$ cat config.mk
export PLATFORM = sky130hd
export DESIGN_NAME = button_mode_sequencer_flat
export DESIGN_NICKNAME = d
export VERILOG_FILES = /design/src/rtl/button_mode_sequencer_if.sv /design/src/rtl/button_mode_sequencer.sv /design/src/flat_wrapper.sv
export SDC_FILE = /design/constraint.sdc
export NUM_CORES = 1
export LEC_CHECK = 0
export ABC_AREA = 1
export CAP_MARGIN = 5
export CORE_AREA = 5 5 186 152
export DETAILED_ROUTE_END_ITERATION = 6
export DIE_AREA = 0 0 191 157
export GPL_TIMING_DRIVEN = 0
export MAX_ROUTING_LAYER = met4
export PLACE_DENSITY = 0.57
export SYNTH_ARGS = -nofsm -noshare
export SYNTH_HDL_FRONTEND = slang
export SYNTH_SLANG_ARGS = --single-unit
$ cat constraint.sdc
create_clock -name clk -period 8 [get_ports clk]
set_input_delay 0.8 -clock clk [delete_from_list [all_inputs] [get_ports clk]]
set_output_delay 0.8 -clock clk [all_outputs]
set_load 0.05 [all_outputs]
$ cat src/rtl/button_mode_sequencer_if.sv
// Button-path bundle between the board pushbuttons, the mode sequencer and the signal router.
// The sequencer uses the slave view; the board/router side uses the master view.
interface button_mode_sequencer_if;
  logic       btn_mode_raw;
  logic       btn_start_raw;
  logic       btn_reset_raw;
  logic [2:1] btn_raw;
  logic       start;
  logic       reset_btn;
  logic [2:1] button;
  logic [3:0] state;
  logic       mode_long;

  modport master (
    output btn_mode_raw, btn_start_raw, btn_reset_raw, btn_raw,
    input  start, reset_btn, button, state, mode_long
  );

  modport slave (
    input  btn_mode_raw, btn_start_raw, btn_reset_raw, btn_raw,
    output start, reset_btn, button, state, mode_long
  );
endinterface

$ cat src/rtl/button_mode_sequencer.sv
// Synchronises and debounces the raw buttons, turns presses into 1-cycle pulses and
// runs the one-hot mode FSM (with long-press return to CLOCK) for the signal router.
module button_mode_sequencer #(
  parameter int DEBOUNCE_CYCLES = 1000000,
  parameter int LONG_CYCLES     = 200000000,
  parameter int CNT_W           = 28
) (
  input  logic                  clk,
  input  logic                  reset,
  button_mode_sequencer_if.slave bus
);
  localparam int NB      = 5;
  localparam int I_MODE  = 0;
  localparam int I_START = 1;
  localparam int I_RST   = 2;
  localparam int I_B1    = 3;
  localparam int I_B2    = 4;

  localparam logic [CNT_W-1:0] DEB_LAST = CNT_W'(DEBOUNCE_CYCLES - 1);
  localparam logic [CNT_W-1:0] LONG_MAX = CNT_W'(LONG_CYCLES);

  typedef enum logic [3:0] {
    CLOCK     = 4'b0000,
    COUNTUP   = 4'b1000,
    COUNTDOWN = 4'b0100,
    ALARM     = 4'b0010,
    SETUP     = 4'b0001
  } mode_t;

  logic [NB-1:0]    w_raw;
  logic [NB-1:0]    r_s1;
  logic [NB-1:0]    r_s2;
  logic [NB-1:0]    r_deb;
  logic [NB-1:0]    r_deb_d;
  logic [NB-1:0]    r_pulse;
  logic [CNT_W-1:0] r_cnt [NB];
  logic [CNT_W-1:0] r_hold;
  logic             r_mode_long;
  mode_t            r_state;
  mode_t            w_state_next;

  assign w_raw = {bus.btn_raw[2], bus.btn_raw[1], bus.btn_reset_raw,
                  bus.btn_start_raw, bus.btn_mode_raw};

  // NOTE: sequential state uses non-blocking assignments so every flop samples pre-edge values.
  always_ff @(posedge clk or posedge reset) begin
    if (reset) begin
      r_s1    <= '0;
      r_s2    <= '0;
      r_deb   <= '0;
      r_deb_d <= '0;
      r_pulse <= '0;
      // NOTE: this small counter array lives in flops and must restart cleanly, so it is reset
      // element by element (unlike a RAM block, which would be left uninitialised).
      for (int i = 0; i < NB; i++) r_cnt[i] <= '0;
    end else begin
      r_s1    <= w_raw;
      r_s2    <= r_s1;
      r_deb_d <= r_deb;
      r_pulse <= r_deb & ~r_deb_d;
      for (int i = 0; i < NB; i++) begin
        if (r_s2[i] == r_deb[i]) begin
          r_cnt[i] <= '0;
        end else if (r_cnt[i] == DEB_LAST) begin
          r_deb[i] <= r_s2[i];
          r_cnt[i] <= '0;
        end else begin
          r_cnt[i] <= r_cnt[i] + 1'b1;
        end
      end
    end
  end

  // Hold counter saturates so a long press fires once and never wraps into a second one.
  always_ff @(posedge clk or posedge reset) begin
    if (reset) begin
      r_hold      <= '0;
      r_mode_long <= 1'b0;
    end else begin
      if (!r_deb[I_MODE]) begin
        r_hold <= '0;
      end else if (r_hold != LONG_MAX) begin
        r_hold <= r_hold + 1'b1;
      end
      r_mode_long <= r_deb[I_MODE] && (r_hold == LONG_MAX - 1'b1);
    end
  end

  always_ff @(posedge clk or posedge reset) begin
    if (reset) r_state <= CLOCK;
    else       r_state <= w_state_next;
  end

  always_comb begin
    // NOTE: default first so every path assigns the next state and no latch is inferred.
    w_state_next = r_state;
    if (r_mode_long) begin
      w_state_next = CLOCK;
    end else begin
      case (r_state)
        CLOCK:     if (r_pulse[I_MODE]) w_state_next = COUNTUP;
        COUNTUP:   if (r_pulse[I_MODE]) w_state_next = COUNTDOWN;
        COUNTDOWN: if (r_pulse[I_MODE]) w_state_next = ALARM;
        ALARM:     if (r_pulse[I_MODE]) w_state_next = SETUP;
        SETUP:     if (r_pulse[I_MODE]) w_state_next = CLOCK;
        default:   w_state_next = CLOCK;
      endcase
    end
  end

  assign bus.start     = r_pulse[I_START];
  assign bus.reset_btn = r_pulse[I_RST];
  assign bus.button    = {r_pulse[I_B2], r_pulse[I_B1]};
  assign bus.state     = r_state;
  assign bus.mode_long = r_mode_long;
endmodule

$ cat src/flat_wrapper.sv
// flat-port wrapper written by rule: the top's interface ports become plain ports
module button_mode_sequencer_flat 
#(
  parameter int DEBOUNCE_CYCLES = 1000000,
  parameter int LONG_CYCLES     = 200000000,
  parameter int CNT_W           = 28
)
  (clk, reset, bus_btn_mode_raw, bus_btn_start_raw, bus_btn_reset_raw, bus_btn_raw, bus_start, bus_reset_btn, bus_button, bus_state, bus_mode_long);
  button_mode_sequencer_if bus_i ();
  input  logic clk;
  input  logic reset;
  input wire logic [$bits(bus_i.btn_mode_raw)-1:0] bus_btn_mode_raw;
  input wire logic [$bits(bus_i.btn_start_raw)-1:0] bus_btn_start_raw;
  input wire logic [$bits(bus_i.btn_reset_raw)-1:0] bus_btn_reset_raw;
  input wire logic [$bits(bus_i.btn_raw)-1:0] bus_btn_raw;
  output wire logic [$bits(bus_i.start)-1:0] bus_start;
  output wire logic [$bits(bus_i.reset_btn)-1:0] bus_reset_btn;
  output wire logic [$bits(bus_i.button)-1:0] bus_button;
  output wire logic [$bits(bus_i.state)-1:0] bus_state;
  output wire logic [$bits(bus_i.mode_long)-1:0] bus_mode_long;
  assign bus_i.btn_mode_raw = bus_btn_mode_raw;
  assign bus_i.btn_start_raw = bus_btn_start_raw;
  assign bus_i.btn_reset_raw = bus_btn_reset_raw;
  assign bus_i.btn_raw = bus_btn_raw;
  assign bus_start = bus_i.start;
  assign bus_reset_btn = bus_i.reset_btn;
  assign bus_button = bus_i.button;
  assign bus_state = bus_i.state;
  assign bus_mode_long = bus_i.mode_long;
  button_mode_sequencer #(.DEBOUNCE_CYCLES(DEBOUNCE_CYCLES), .LONG_CYCLES(LONG_CYCLES), .CNT_W(CNT_W)) u_core (.clk(clk), .reset(reset), .bus(bus_i));
endmodule
# Yosys cells after proc, flatten, opt, wreduce, memory -nomap -nowiden
# Cells that the tools add are included.
[word_totals] output_inout_bits=9 reg_bits=198 elab_cells=79
[classes] n_mux=19 add_sub_neg=6 n_eq_ne=22 reduce_logical=8 bitwise=7
[ops] op="two-way mux 28 bit" n=12
[ops] op="adder 28 x 1 -> 28 bit (second input constant)" n=6
[ops] op="== test 28 x 20 -> 1 bit (second input constant)" n=5
[ops] op="== test 28 bit (second input constant)" n=1
[ops] op="inequality test 28 bit (second input constant)" n=1
[ops] op="two-way mux 4 bit" n=6
[ops] op="one-hot mux 4 bit (5 select lines)" n=1
[ops] op="inequality test 3 x 1 -> 1 bit (second input constant)" n=5
[ops] op="AND reduction 2 bit" n=5
[ops] op="AND 5 bit" n=1
[ops] op="== test 1 bit" n=5
[ops] op="inverter 1 bit" n=5
[ops] op="inverter 5 bit" n=1
[ops] op="AND reduction 5 bit" n=1
[ops] op="== test 4 x 1 -> 1 bit (second input constant)" n=1
[ops] op="== test 4 x 2 -> 1 bit (second input constant)" n=1
[ops] op="== test 4 x 3 -> 1 bit (second input constant)" n=1
[ops] op="== test 4 bit (second input constant)" n=1
[ops] op="zero test 4 bit" n=1
[ops] op="inequality test 2 bit (second input constant)" n=1
[ops] op="logical AND 1 bit" n=1

# Logic depth before layout (Yosys ltp)
# Gate-level depths: netlist of the first run.
[logic_depth] ltp_word=3 mapped_depth=9

# Least setup slack after synthesis of the first run
# Ideal clock, no wire load.
[synth_timing] path_kind="flip-flop to output port" startpoint="reg u_core.r_mode_long, in the netlist u_core.bus.mode_long" endpoint="out bus_mode_long" path_stages_with_launch=1 required_ns=7.200 path_slack_ns=6.547 arrival_ns=0.653 n_path_buf=0 cell_sequence="dfrtp_1"
[synth_rtl] element="from (decl)" line_no="button_mode_sequencer.sv:38" rtl="logic r_mode_long;"
[synth_rtl] element="from (signal assigned)" line_no="button_mode_sequencer.sv:85" rtl="r_mode_long <= r_deb[I_MODE] && (r_hold == LONG_MAX - 1'b1);"
[synth_rtl] element="to (decl)" line_no="flat_wrapper.sv:20" rtl="output wire logic [$bits(bus_i.mode_long)-1:0] bus_mode_long;"
# No word-level cell between the ends.

# Worst setup path in the final report of the first run
[layout_timing] startpoint="reg u_core.r_mode_long, in the netlist u_core.bus.mode_long" endpoint="out bus_mode_long"
# No word-level cell between the ends.

==> summary.txt, run 1 <==
Finish
  – Finished layout cell area: 12,800 µm²
  – Diode count: 0
  – Fillcell total: 2,653
  – Layout overhead on the synthesized area: 10.8%
  – Proportion of layout cells with a drive suffix above 1: 6.81%
  – Nets: 1,734
  – Post-Layout Cell Count: 2,090

STA
  – Worst-Margin Slew: 591 ps
  – Skew final: 9.85 ps
  – Final Max Slew Viols: 0
  – Tmin final: 2530 ps
  – Final period util: 31.6%
  – Rel. slew slack: 60.4%
  – Hold slack: 345 ps
  – Hold Vio Cnt, Final: 0
  – Final setup fails: 0
  – RSZ-0062 raised after global routing: false
  – Fmax: 0.396 GHz
  – Post-Route Setup TNS: 0 ps

Clocking
  – Max clock buf depth: 2
  – Reg clk slew, reported paths: 80 ps
  – PostCTS Resize Cnt: 0
  – Root buffer cell: clkbuf_16
  – Total clock buffers created by CTS: 17
  – CTS HTree Levels: 4
  – CTS tree: built
  – Setup bufs post-CTS: 0
  – # clock sinks: 198
  – Post-CTS Hold Buffers: 0
  – Later-pin clock latency in the skew report: 440 ps

Job
  – Maxcap violations: 0

Routing
  – Antenna Nets Post-Route: 0
  – Via count: 10,100
  – Final wirelength: 27,300 µm
  – Post-DR vias/cell: 4.82
  – DR pass1 iterations: 5
  – DRT iter0 DRCs: 648
  – Wire length per cell: 13.1 µm
  – DRC viols: 0

Place
  – DPL Wire Length: 20,800 µm
  – Placed cell area: 12,200 µm²
  – Inst Count DP: 2,058
  – IO buf count: 15
  – Routability congestion estimate from global placement: 0.917

Die
  – Die area: 30,000 µm²
  – Die Height: 157 µm
  – Initial core utilization: 44.5%
  – IO Pins: 16
  – Core Box Area: 26,100 µm²
  – Die width: 191 µm
  – FP Rows: 53

Logic synthesis
  – Yosys top cell by area: dfrtp_1
  – Yosys warnings: 0
  – Top FF cell, synth: dfrtp_1
  – Synth unique cells: 36
  – Asr flop ratio synth: 100%
  – Post-synth top cells: nand2_1 (500), nor2_1 (441), dfrtp_1 (198)
  – Synthesized flop and latch total: 198
  – Post-synth EDFFs: 0
  – Mapped Area: 11,600 µm²
  – Mapped Cells: 1,685
  – Seq/Total Area, Yosys: 42.7%
  – Syn_nets: 1,699
  – Avg Cell Area, Syn: 6.88 µm²
  – Share of the synthesized area in the top cell type: 42.7%
  – Largest cells by area after synthesis: dfrtp_1 (43%), nand2_1 (16%), nor2_1 (14%), inv_1 (5.6%), nand3_1 (4.7%)
  – Most frequent cell after synthesis: nand2_1

Critical path
  – Arrival time worst endpoint: 1730 ps
  – WP data required: 7200 ps
  – Stages on worst setup path: 1
  – Crit path capture type: output pin
  – WS Path Type: register to output pin
  – Critical Path Max Stage Delay: 840 ps
  – Slowest cell on the critical path: clkdlybuf4s50_1
  – Cell family with most CP delay: buffers and inverters
  – Worst-path fanout max: 6
  – WP buf/inv: 1
  – Cell chain of the critical path: clkdlybuf4s50_1
  – Setup crit start kind: register
  – Worst reg-to-reg path cell count: 8

GRT
  – Antenna violations before repair: 0
  – Largest net degree at the start of global routing: 115
  – Vias in the first global route: 9,593
  – Gr usage total: 19.7%
  – Global-route wire length before repair: 47,000 µm
  – Grt ovf: 0

Power and ir drop
  – Pwr Total: 2.01 mW
  – Pwr/cell area: 156 nW/µm²
  – LEAKAGE: 5.38 nW
  – Worst VDD drop: 0.151 mV

Run status
  – Status: finished clean

Hold path
  – HP Class: register to register
  – Hold depth: 0
==> cell families (layout without fill, tap and decap cells) <==
family                     Yosys count  count (layout)  share of synthesized area (%)
AOI/OAI and AO/OA                   64              64                           3.08
xor gates and xnor gates            59              59                           4.72
adders and majority gates            7               7                          0.755
buffers and inverters              194             242                           6.55
DFF                                198             198                           42.7
and+or+nand+nor                   1163            1163                           42.2
==> worst register-to-register path, delay by kind of cell (launching register included) <==
| family | cells | cell delay [ps] |
|---|---|---|
| AND/OR/NAND/NOR | 6 | 770 |
| buffers and inverters | 1 | 190 |
| adder cells (fa/ha/maj) | 1 | 270 |
| flip-flops | 1 | 430 |
==> metrics by stage <==
step	util (%)	worst slack, ps
after floorplan	-	1800
after global placement	46.8	-1190
after detailed placement	46.9	5630
after CTS	49.3	5460
after global routing	49.3	5420
final	49.3	5470
==> worst paths after layout <==
path,end,slack [ps],from
worst max-delay path,bus_mode_long,5470,u_core.bus.mode_long$_DFF_PP0_
worst min-delay path,u_core.r_s2[4]$_DFF_PP0_,350,u_core.r_s1[4]$_DFF_PP0_
worst max register to register,u_core.r_cnt[103]$_DFF_PP0_,6210,u_core.r_cnt[84]$_DFF_PP0_
worst min register to register,u_core.r_s2[4]$_DFF_PP0_,350,u_core.r_s1[4]$_DFF_PP0_
max in group asynchronous,u_core.r_cnt[103]$_DFF_PP0_,6190,reset
min in group asynchronous,u_core.bus.state[1]$_DFFE_PP0P_,840,reset
==> area by class of cell <==
type / count / area (µm²) / share of cell area [%]
inverters: 180 / 683 / 5.32
flip-flops and latches: 198 / 4950 / 38.6
multi-input cells: 1293 / 5880 / 45.7
clock buffers: 18 / 429 / 3.34
well taps: 357 / 447 / 3.48
repair buffers: 16 / 178 / 1.38
plain buffers: 14 / 83.8 / 0.652
clock inverters: 14 / 196 / 1.53
==> power by group <==
group / internal [mW] / leakage [nW] / switching, mW
sequential: 1.01 / 2.73 / 0.00733
clock: 0.528 / 0.309 / 0.404
combinational: 0.0150 / 2.34 / 0.0431
==> metal layers <==
metal	GRT usage, %	routed length [µm]	vias to the layer above
li1	-	-	5261
met1	29.2	14600	4625
met2	28.4	11400	165
met3	2.93	964	30
met4	5.09	370	0
met5	-	0	-
==> state kept, by name, summed over array words and instances, names as in the netlist <==
signal                cells
u_core.bus.mode_long      1
u_core.r_cnt            140
u_core.r_hold            28
u_core.r_deb_d            5
u_core.r_deb              5
u_core.bus.state          4
u_core.r_pulse            5
u_core.r_s2               5
u_core.r_s1               5
==> placed cells by master (no fill, tap or decap), types with 6 or more instances in the layout <==
master,count
dfrtp_1,198
a21oi_1,28
nor2_4,12
nand2_2,18
ha_1,7
o21ai_0,19
o21bai_1,6
clkdlybuf4s50_1,15
buf_2,7
nand2_1,500
clkbuf_16,17
nand3_1,110
nor2_1,441
inv_1,172
xor2_1,43
xnor2_1,12
nor3_1,11
nand4_1,17
nand3b_1,14
a31oi_1,7
inv_2,7
nor3b_1,6
nor2_2,25
Power figures use the tool's default switching activity.
==> run 2: changes to the inputs <==
--- a/config.mk
+++ b/config.mk
@@ -12,7 +12,7 @@
 export DIE_AREA = 0 0 191 157
 export GPL_TIMING_DRIVEN = 0
 export MAX_ROUTING_LAYER = met4
-export PLACE_DENSITY = 0.57
+export PLACE_DENSITY = 0.59
 export SYNTH_ARGS = -nofsm -noshare
 export SYNTH_HDL_FRONTEND = slang
 export SYNTH_SLANG_ARGS = --single-unit
==> constraint.sdc (replaced) <==
create_clock -name clk -period 2.3 [get_ports clk]
set_input_delay 0.23 -clock clk [delete_from_list [all_inputs] [get_ports clk]]
set_output_delay 0.23 -clock clk [all_outputs]
set_load 0.05 [all_outputs]
==> run 2 against run 1 <==
  * Die area did not move
  * Register-to-register slack got worse by 5700 ps
  * Sequential share of layout area barely moved
  * Final area rose by 0.12%
  * Critical path type unchanged
  * Highest routed layer unchanged
==> summary.txt, run 2 (same netlist as run 1, synthesis figures left out) <==
STA
  – Skew final: 15.5 ps (was 9.85 ps)
  – Rel. slew slack: 58.0% (was 60.4%)
  – Hold Vio Cnt, Final: 0 (unchanged)
  – Final Max Slew Viols: 0 (unchanged)
  – Final period util: 84.4%
  – Fmax: 0.515 GHz
  – Worst-Margin Slew: 629 ps (was 591 ps)
  – Setup ws final: 358 ps (was 5470 ps)
  – Tmin final: 1940 ps
  – Final setup fails: 0 (unchanged)
  – RSZ-0062 raised after global routing: false (unchanged)

Job
  – Maxcap violations: 0 (unchanged)

GRT
  – Antenna violations before repair: 0 (unchanged)
  – Vias in the first global route: 9,398 (was 9,593)
  – Gr usage total: 19.8% (was 19.7%)
  – Grt ovf: 0 (unchanged)
  – Global-route wire length before repair: 47,200 µm (was 47,000 µm)
  – Largest net degree at the start of global routing: 37 (was 115)

Finish
  – Commonest non-fill, non-tap cells in the layout: nand2_1 (500), nor2_1 (441), dfrtp_1 (198) (unchanged)
  – Max reg flops: 140 (unchanged)
  – Layout overhead on the synthesized area: 11.0% (was 10.8%)
  – Finished layout cell area: 12,900 µm² (was 12,800 µm²)
  – Nets: 1,739 (was 1,734)
  – Largest Register: u_core.r_cnt (unchanged)
  – Diode count: 0 (unchanged)
  – Proportion of layout cells with a drive suffix above 1: 7.03% (was 6.81%)
  – Fillcell total: 2,629 (was 2,653)
  – Most common cell after layout, fill and taps aside: nand2_1 (unchanged)
  – Top Registers: u_core.r_cnt: 140 flops, u_core.r_hold: 28 flops (unchanged)

Critical path
  – Arrival time worst endpoint: 1710 ps (was 1730 ps)
  – Worst reg-to-reg path cell count: 8 (unchanged)
  – WP data required: 2070 ps (was 7200 ps)
  – Cell family with most CP delay: buffers and inverters (unchanged)
  – Setup crit start kind: register (unchanged)
  – Worst-path fanout max: 6 (unchanged)
  – Slowest cell on the critical path: clkdlybuf4s50_1 (unchanged)
  – WP buf/inv: 1 (unchanged)
  – Stages on worst setup path: 1 (unchanged)
  – Critical Path Max Stage Delay: 840 ps (about the same)
  – Cell chain of the critical path: clkdlybuf4s50_1 (unchanged)
  – WS Path Type: register to output pin (unchanged)
  – Crit path capture type: output pin (unchanged)

Power and ir drop
  – Worst VDD drop: 0.535 mV (was 0.151 mV)
  – LEAKAGE: 5.36 nW (was 5.38 nW)
  – Pwr/cell area: 517 nW/µm² (was 156 nW/µm²)

Die
  – Die Height: 157 µm (unchanged)
  – Die area: 30,000 µm² (unchanged)
  – Die width: 191 µm (unchanged)
  – FP Rows: 53 (unchanged)
  – Initial core utilization: 44.5% (unchanged)
  – IO Pins: 16 (unchanged)
  – Core Box Area: 26,100 µm² (unchanged)

Place
  – DPL Wire Length: 21,400 µm (was 20,800 µm)
  – Routability congestion estimate from global placement: 0.920 (was 0.917)
  – IO buf count: 15 (unchanged)
  – Pre-CTS setup slack: 427 ps (was 5630 ps)
  – Placed cell area: 12,300 µm² (was 12,200 µm²)

Clocking
  – CTS tree: built (unchanged)
  – # clock sinks: 198 (unchanged)
  – CTS HTree Levels: 4 (unchanged)
  – Max clock buf depth: 2 (unchanged)
  – PostCTS Resize Cnt: 0 (unchanged)
  – Setup bufs post-CTS: 0 (unchanged)
  – Reg clk slew, reported paths: 80 ps (about the same)
  – Total clock buffers created by CTS: 17 (unchanged)
  – Post-CTS Hold Buffers: 0 (unchanged)
  – Root buffer cell: clkbuf_16 (unchanged)
  – Later-pin clock latency in the skew report: 440 ps (about the same)

Routing
  – Wire length per cell: 13.2 µm (was 13.1 µm)
  – Final wirelength: 27,600 µm (was 27,300 µm)
  – Post-DR vias/cell: 4.84 (was 4.82)
  – DRC viols: 0 (unchanged)
  – DR pass1 iterations: 5 (unchanged)
  – DRT iter0 DRCs: 799 (was 648)
  – Via count: 10,100 (about the same)
  – Antenna Nets Post-Route: 0 (unchanged)

Run status
  – Status: finished clean (unchanged)

Hold path
  – HP Class: primary input to async pin (was register to register)
run 2: changes by cell type in the layout (fill, tap and decap cells not counted), sizes merged:
cell and change:
buf +5, bufinv -3, clkbuf -1, clkinv -4
clkinvlp +7, inv -1
run 2: power by group:
group | leakage, nW | switching [mW] | internal, mW | total, mW
sequential | 2.73 | 0.0252 | 3.51 | 3.53
clock | 0.252 | 1.40 | 1.50 | 2.90
combinational | 2.37 | 0.154 | 0.0678 | 0.222
run 2: layout make-up:
class                      instances  area [µm²]  area share [%]
inverter                         180         679            5.28
clock buffer                      17         425            3.31
sequential                       198        4950            38.5
timing repair buffer              21         270            2.10
multi-input combinational       1293        5880            45.7
buffer                            14        83.8           0.652
tap                              357         447            3.47
clock inverter                    13         126           0.982
run 2: worst paths after layout:
check | from | end | slack (ps)
worst min register to register | u_core.r_s1[1]$_DFF_PP0_ | u_core.r_s2[1]$_DFF_PP0_ | 350
worst max-delay path | u_core.bus.mode_long$_DFF_PP0_ | bus_mode_long | 360
worst min-delay path | reset | u_core.r_cnt[60]$_DFF_PP0_ | 150
worst max register to register | u_core.r_cnt[84]$_DFF_PP0_ | u_core.r_cnt[100]$_DFF_PP0_ | 530
min in group clk | bus_btn_start_raw | u_core.r_s1[1]$_DFF_PP0_ | 230
max in group asynchronous | reset | u_core.r_cnt[130]$_DFF_PP0_ | 980
run 2: per-layer routing:
layer	part of all wire (%)	up-vias	global-route usage, %
met5	0	-	-
met3	3.9	16	2.75
met4	0.91	0	4.14
met1	55	4673	30.8
met2	41	183	27.3
li1	-	5262	-
run 2: metrics by stage:
| step | setup TNS, ps | hold slack (ps) | total power [mW] | instances | util, % |
|---|---|---|---|---|---|
| final | 0 | 149 | 6.65 | 2093 | 49.4 |
| after global routing | 0 | 169 | 6.93 | 2093 | 49.4 |
| after CTS | 0 | 146 | 6.77 | 2093 | 49.4 |
| after detailed placement | 0 | 335 | 3.83 | 2063 | 47.2 |
| after global placement | -441120 | 332 | 3.81 | 2057 | 46.8 |
| after floorplan | -97090 | 261 | 3.74 | 1685 | - |
==> run 3: changes to the inputs <==
==> constraint.sdc (replaced) <==
create_clock -name clk -period 1.6 [get_ports clk]
set_input_delay 0.16 -clock clk [delete_from_list [all_inputs] [get_ports clk]]
set_output_delay 0.16 -clock clk [all_outputs]
set_load 0.05 [all_outputs]
==> run 3 against run 2 <==
  * Register-to-register slack got worse by 430 ps
  * Cell count increased by 0.67%
  * Combinational power grew 56%
  * Worst hold slack worse by 69 ps
  * Count of clock-buffer cells in the layout unchanged
  * Global-route usage is 0.059 points higher
  * First-iteration DRC count decreased by 7.1%
  * Critical endpoint is now bus_button[0]
==> summary.txt, run 3 (same netlist as run 1, synthesis figures left out) <==
Finish
  – Proportion of layout cells with a drive suffix above 1: 9.54% (was 7.03%)
  – Layout overhead on the synthesized area: 12.8% (was 11.0%)
  – Max reg flops: 140 (unchanged)
  – Largest Register: u_core.r_cnt (unchanged)
  – Fillcell total: 2,617 (was 2,629)
  – Diode count: 0 (unchanged)
  – Top Registers: u_core.r_cnt: 140 flops, u_core.r_hold: 28 flops (unchanged)
  – Commonest non-fill, non-tap cells in the layout: nand2_1 (496), nor2_1 (432), dfrtp_1 (198) (was nand2_1 (500), nor2_1 (441), dfrtp_1 (198))
  – Util after Layout: 50.2% (was 49.4%)
  – Most common cell after layout, fill and taps aside: nand2_1 (unchanged)
  – Finished layout cell area: 13,100 µm² (was 12,900 µm²)
  – Nets: 1,753 (was 1,739)

Power and ir drop
  – Net Sw Power: 2.27 mW (was 1.58 mW)
  – Switch share: 23.7% (about the same)
  – Seq pwr share: 53.0% (was 53.1%)
  – Int Pwr: 7.32 mW (was 5.07 mW)
  – Pwr/cell area: 734 nW/µm² (was 517 nW/µm²)
  – Worst VDD drop: 0.766 mV (was 0.535 mV)
  – Pwr Total: 9.59 mW (was 6.65 mW)
  – Clock power frac: 43.4% (was 43.5%)
  – Comb power frac: 3.6% (was 3.3%)
  – LEAKAGE: 5.47 nW (was 5.36 nW)

Critical path
  – WP data required: 1440 ps (was 2070 ps)
  – Critical Path Max Stage Delay: 440 ps (was 840 ps)
  – Cell chain of the critical path: buf_4 -> clkdlybuf4s15_1 (was clkdlybuf4s50_1)
  – Setup crit start kind: register (unchanged)
  – Slowest cell on the critical path: clkdlybuf4s15_1 (was clkdlybuf4s50_1)
  – Arrival time worst endpoint: 1380 ps (was 1710 ps)
  – WS Path Type: register to output pin (unchanged)
  – Crit path capture type: output pin (unchanged)
  – Worst-path fanout max: 1 (was 6)

Routing
  – Post-Route M1 WL: 15,000 µm (was 15,100 µm)
  – Met2 Wirelength: 11,300 µm (was 11,200 µm)
  – Top Metal Used: met4 (unchanged)
  – Wire length per cell: 13.1 µm (was 13.2 µm)
  – Post-DR vias/cell: 4.86 (was 4.84)
  – DRT iter0 DRCs: 742 (was 799)
  – Final wirelength: 27,700 µm (was 27,600 µm)
  – DRC viols: 0 (unchanged)
  – Met3 WL post-DR: 1120 µm (was 1070 µm)
  – DR pass1 iterations: 6 (was 5)
  – Via count: 10,200 (was 10,100)
  – Antenna Nets Post-Route: 0 (unchanged)

STA
  – Worst-Margin Slew: 492 ps (was 629 ps)
  – Final setup fails: 0 (unchanged)
  – Final Max Slew Viols: 0 (unchanged)
  – Rel. slew slack: 67.4% (was 58.0%)
  – Hold slack: 80.1 ps (was 149 ps)
  – Final period util: 96.2%
  – Fmax: 0.650 GHz
  – RSZ-0062 raised after global routing: true (was false)
  – Skew final: 15.9 ps (was 15.5 ps)
  – Tmin final: 1540 ps
  – Hold Vio Cnt, Final: 0 (unchanged)

Clocking
  – Max clock buf depth: 2 (unchanged)
  – CTS HTree Levels: 4 (unchanged)
  – CTS tree: built (unchanged)
  – Total clock buffers created by CTS: 17 (unchanged)
  – Root buffer cell: clkbuf_16 (unchanged)
  – Reg clk slew, reported paths: 80 ps (about the same)
  – Later-pin clock latency in the skew report: 440 ps (about the same)
  – # clock sinks: 198 (unchanged)

Die
  – Die width: 191 µm (unchanged)
  – IO Pins: 16 (unchanged)
  – Die Height: 157 µm (unchanged)
  – Die area: 30,000 µm² (unchanged)
  – Core Box Area: 26,100 µm² (unchanged)
  – Initial core utilization: 44.5% (unchanged)
  – FP Rows: 53 (unchanged)

GRT
  – Grt ovf: 0 (unchanged)
  – Vias in the first global route: 9,451 (was 9,398)
  – Gr usage total: 19.8% (about the same)
  – Largest net degree at the start of global routing: 37 (unchanged)
  – Global-route wire length before repair: 47,300 µm (was 47,200 µm)
  – Antenna violations before repair: 0 (unchanged)

Place
  – IO buf count: 15 (unchanged)
  – Placed cell area: 12,300 µm² (unchanged)
  – DPL Wire Length: 21,400 µm (unchanged)
  – Routability congestion estimate from global placement: 0.920 (unchanged)

Run status
  – Status: finished clean (unchanged)

Hold path
  – HP Class: primary input to async pin (unchanged)

Job
  – Maxcap violations: 0 (unchanged)
run 3: cell count changes in the layout (fill, tap and decap cells not counted), moves of 3 or more:
cell | previous run | this run
clkbuf_1 | 3 | 0
nand2_1 | 500 | 496
nor2_2 | 25 | 31
buf_4 | 2 | 16
dlygate4sd2_1 | 0 | 5
inv_1 | 172 | 167
ha_1 | 7 | 2
inv_2 | 7 | 12
clkdlybuf4s50_1 | 15 | 6
nor2_1 | 441 | 432
clkbuf_2 | 0 | 5
nor2_4 | 12 | 15
ha_2 | 0 | 3
run 3: metrics by stage:
stage / setup WS, ps / TNS, ps / std cells
after floorplan: -1120 / -221830 / 1685
after global placement: -2870 / -567440 / 2057
after detailed placement: -203 / -7390 / 2063
after CTS: 6.46 / 0 / 2098
after global routing: -16.3 / -72.0 / 2107
final: 61.6 / 0 / 2107
run 3: worst paths after layout:
path	cells past startpoint	end	startpoint	slack (ps)
worst max-delay path	2	bus_button[0]	u_core.r_pulse[3]$_DFF_PP0_	60
worst min-delay path	2	u_core.r_cnt[60]$_DFF_PP0_	reset	80
worst max register to register	8	u_core.r_cnt[14]$_DFF_PP0_	u_core.r_cnt[0]$_DFF_PP0_	100
worst min register to register	0	u_core.r_s2[1]$_DFF_PP0_	u_core.r_s1[1]$_DFF_PP0_	350
max in group asynchronous	6	u_core.r_cnt[130]$_DFF_PP0_	reset	350
min in group clk	1	u_core.r_s1[1]$_DFF_PP0_	bus_btn_start_raw	160
run 3: layout make-up:
cell class	instances	area, µm²	area share, %
plain buffers	14	87.6	0.670
flip-flops and latches	198	4950	37.9
inverters	180	679	5.20
clock buffers	17	425	3.25
multi-input cells	1293	5990	45.9
clock inverters	13	126	0.967
well taps	357	447	3.42
repair buffers	35	359	2.75
run 3: critical path, delay by kind of cell, from the launching register on:
family | cells | cell delay, ps
buf+inv | 2 | 570
flops | 1 | 370
run 3: power by group through the flow:
stage,Clock (mW),Sequential [mW],Combinational [mW]
6_report,4.16,5.08,0.347
4_1_cts,4.32,5.08,0.350
3_3_place_gp,0,5.18,0.292
2_1_floorplan,0,5.17,0.203
3_5_place_dp,0,5.18,0.332
5_1_grt,4.50,5.09,0.407
run 3: routing by layer:
layer | GRT usage, % | up-vias
li1 | - | 5305
met1 | 30.9 | 4730
met2 | 27.4 | 195
met3 | 2.75 | 18
met4 | 4.21 | 0
met5 | - | -
run 3: what timing repair did:
item	in CTS	in global routing
hold buffers	0	0
resized for setup	20	34
buffers inserted	5	9
pin swaps	1	10
endpoints found under the hold margin	0	0
endpoints found under the setup margin	46	89
==> RTL change (config.mk and constraints of run 2) <==
`CNT_W` is set to 28 in 2 places; all go to 56.
--- a/src/rtl/button_mode_sequencer.sv
+++ b/src/rtl/button_mode_sequencer.sv
@@ -4,5 +4,5 @@
   parameter int DEBOUNCE_CYCLES = 1000000,
   parameter int LONG_CYCLES     = 200000000,
-  parameter int CNT_W           = 28
+  parameter int CNT_W           = 56
 ) (
   input  logic                  clk,
--- a/src/flat_wrapper.sv
+++ b/src/flat_wrapper.sv
@@ -4,5 +4,5 @@
   parameter int DEBOUNCE_CYCLES = 1000000,
   parameter int LONG_CYCLES     = 200000000,
-  parameter int CNT_W           = 28
+  parameter int CNT_W           = 56
 )
   (clk, reset, bus_btn_mode_raw, bus_btn_start_raw, bus_btn_reset_raw, bus_btn_raw, bus_start, bus_reset_btn, bus_button, bus_state, bus_mode_long);
Behaviour: same outputs for any inputs over 10 cycles, from zero or initial values and one cycle with reset high; that may be too few to reach the edited logic, so the function may still have changed.
==> RTL change against run 2 <==
The run now fails in global placement without I/O. Synthesized area is 97% higher.
==> RTL change: results (changes against run 2) <==
[logic_synthesis]
yosys-top-cells-area=dfrtp_1 40%, nand2_1 18%, nor2_1 17%
postSynthNetCount=3465  ; +100%
ys_warn_count=0  ; unchanged
synthArstFlopShare=1.00  ; unchanged
synthTopCellsByCount=1080 x nand2_1, 1025 x nor2_1, 366 x dfrtp_1, 264 x inv_1, 147 x nand3_1
ys_seq_elements=366  ; +85%
ys.flop_type=dfrtp_1
yosysUniqueCellTypes=32  ; -11%
post_synth.cell_area_avg_um2=6.61  ; -4.0%
seq_area_frac_synth=0.402  ; -0.0257

[run_status]
stop_stage=global placement without I/O
error_line=[ERROR GPL-0301] Utilization 101.841 % exceeds 100%.
status=stopped before the end

## RTL change: kinds of logic after synthesis
group,count (synthesis),synth area share
fa+ha+maj,7,0.00384
buf+inv,309,0.0524
simple gates,2513,0.456
flops,366,0.402
compound gates,92,0.0233
xor+xnor,164,0.0630
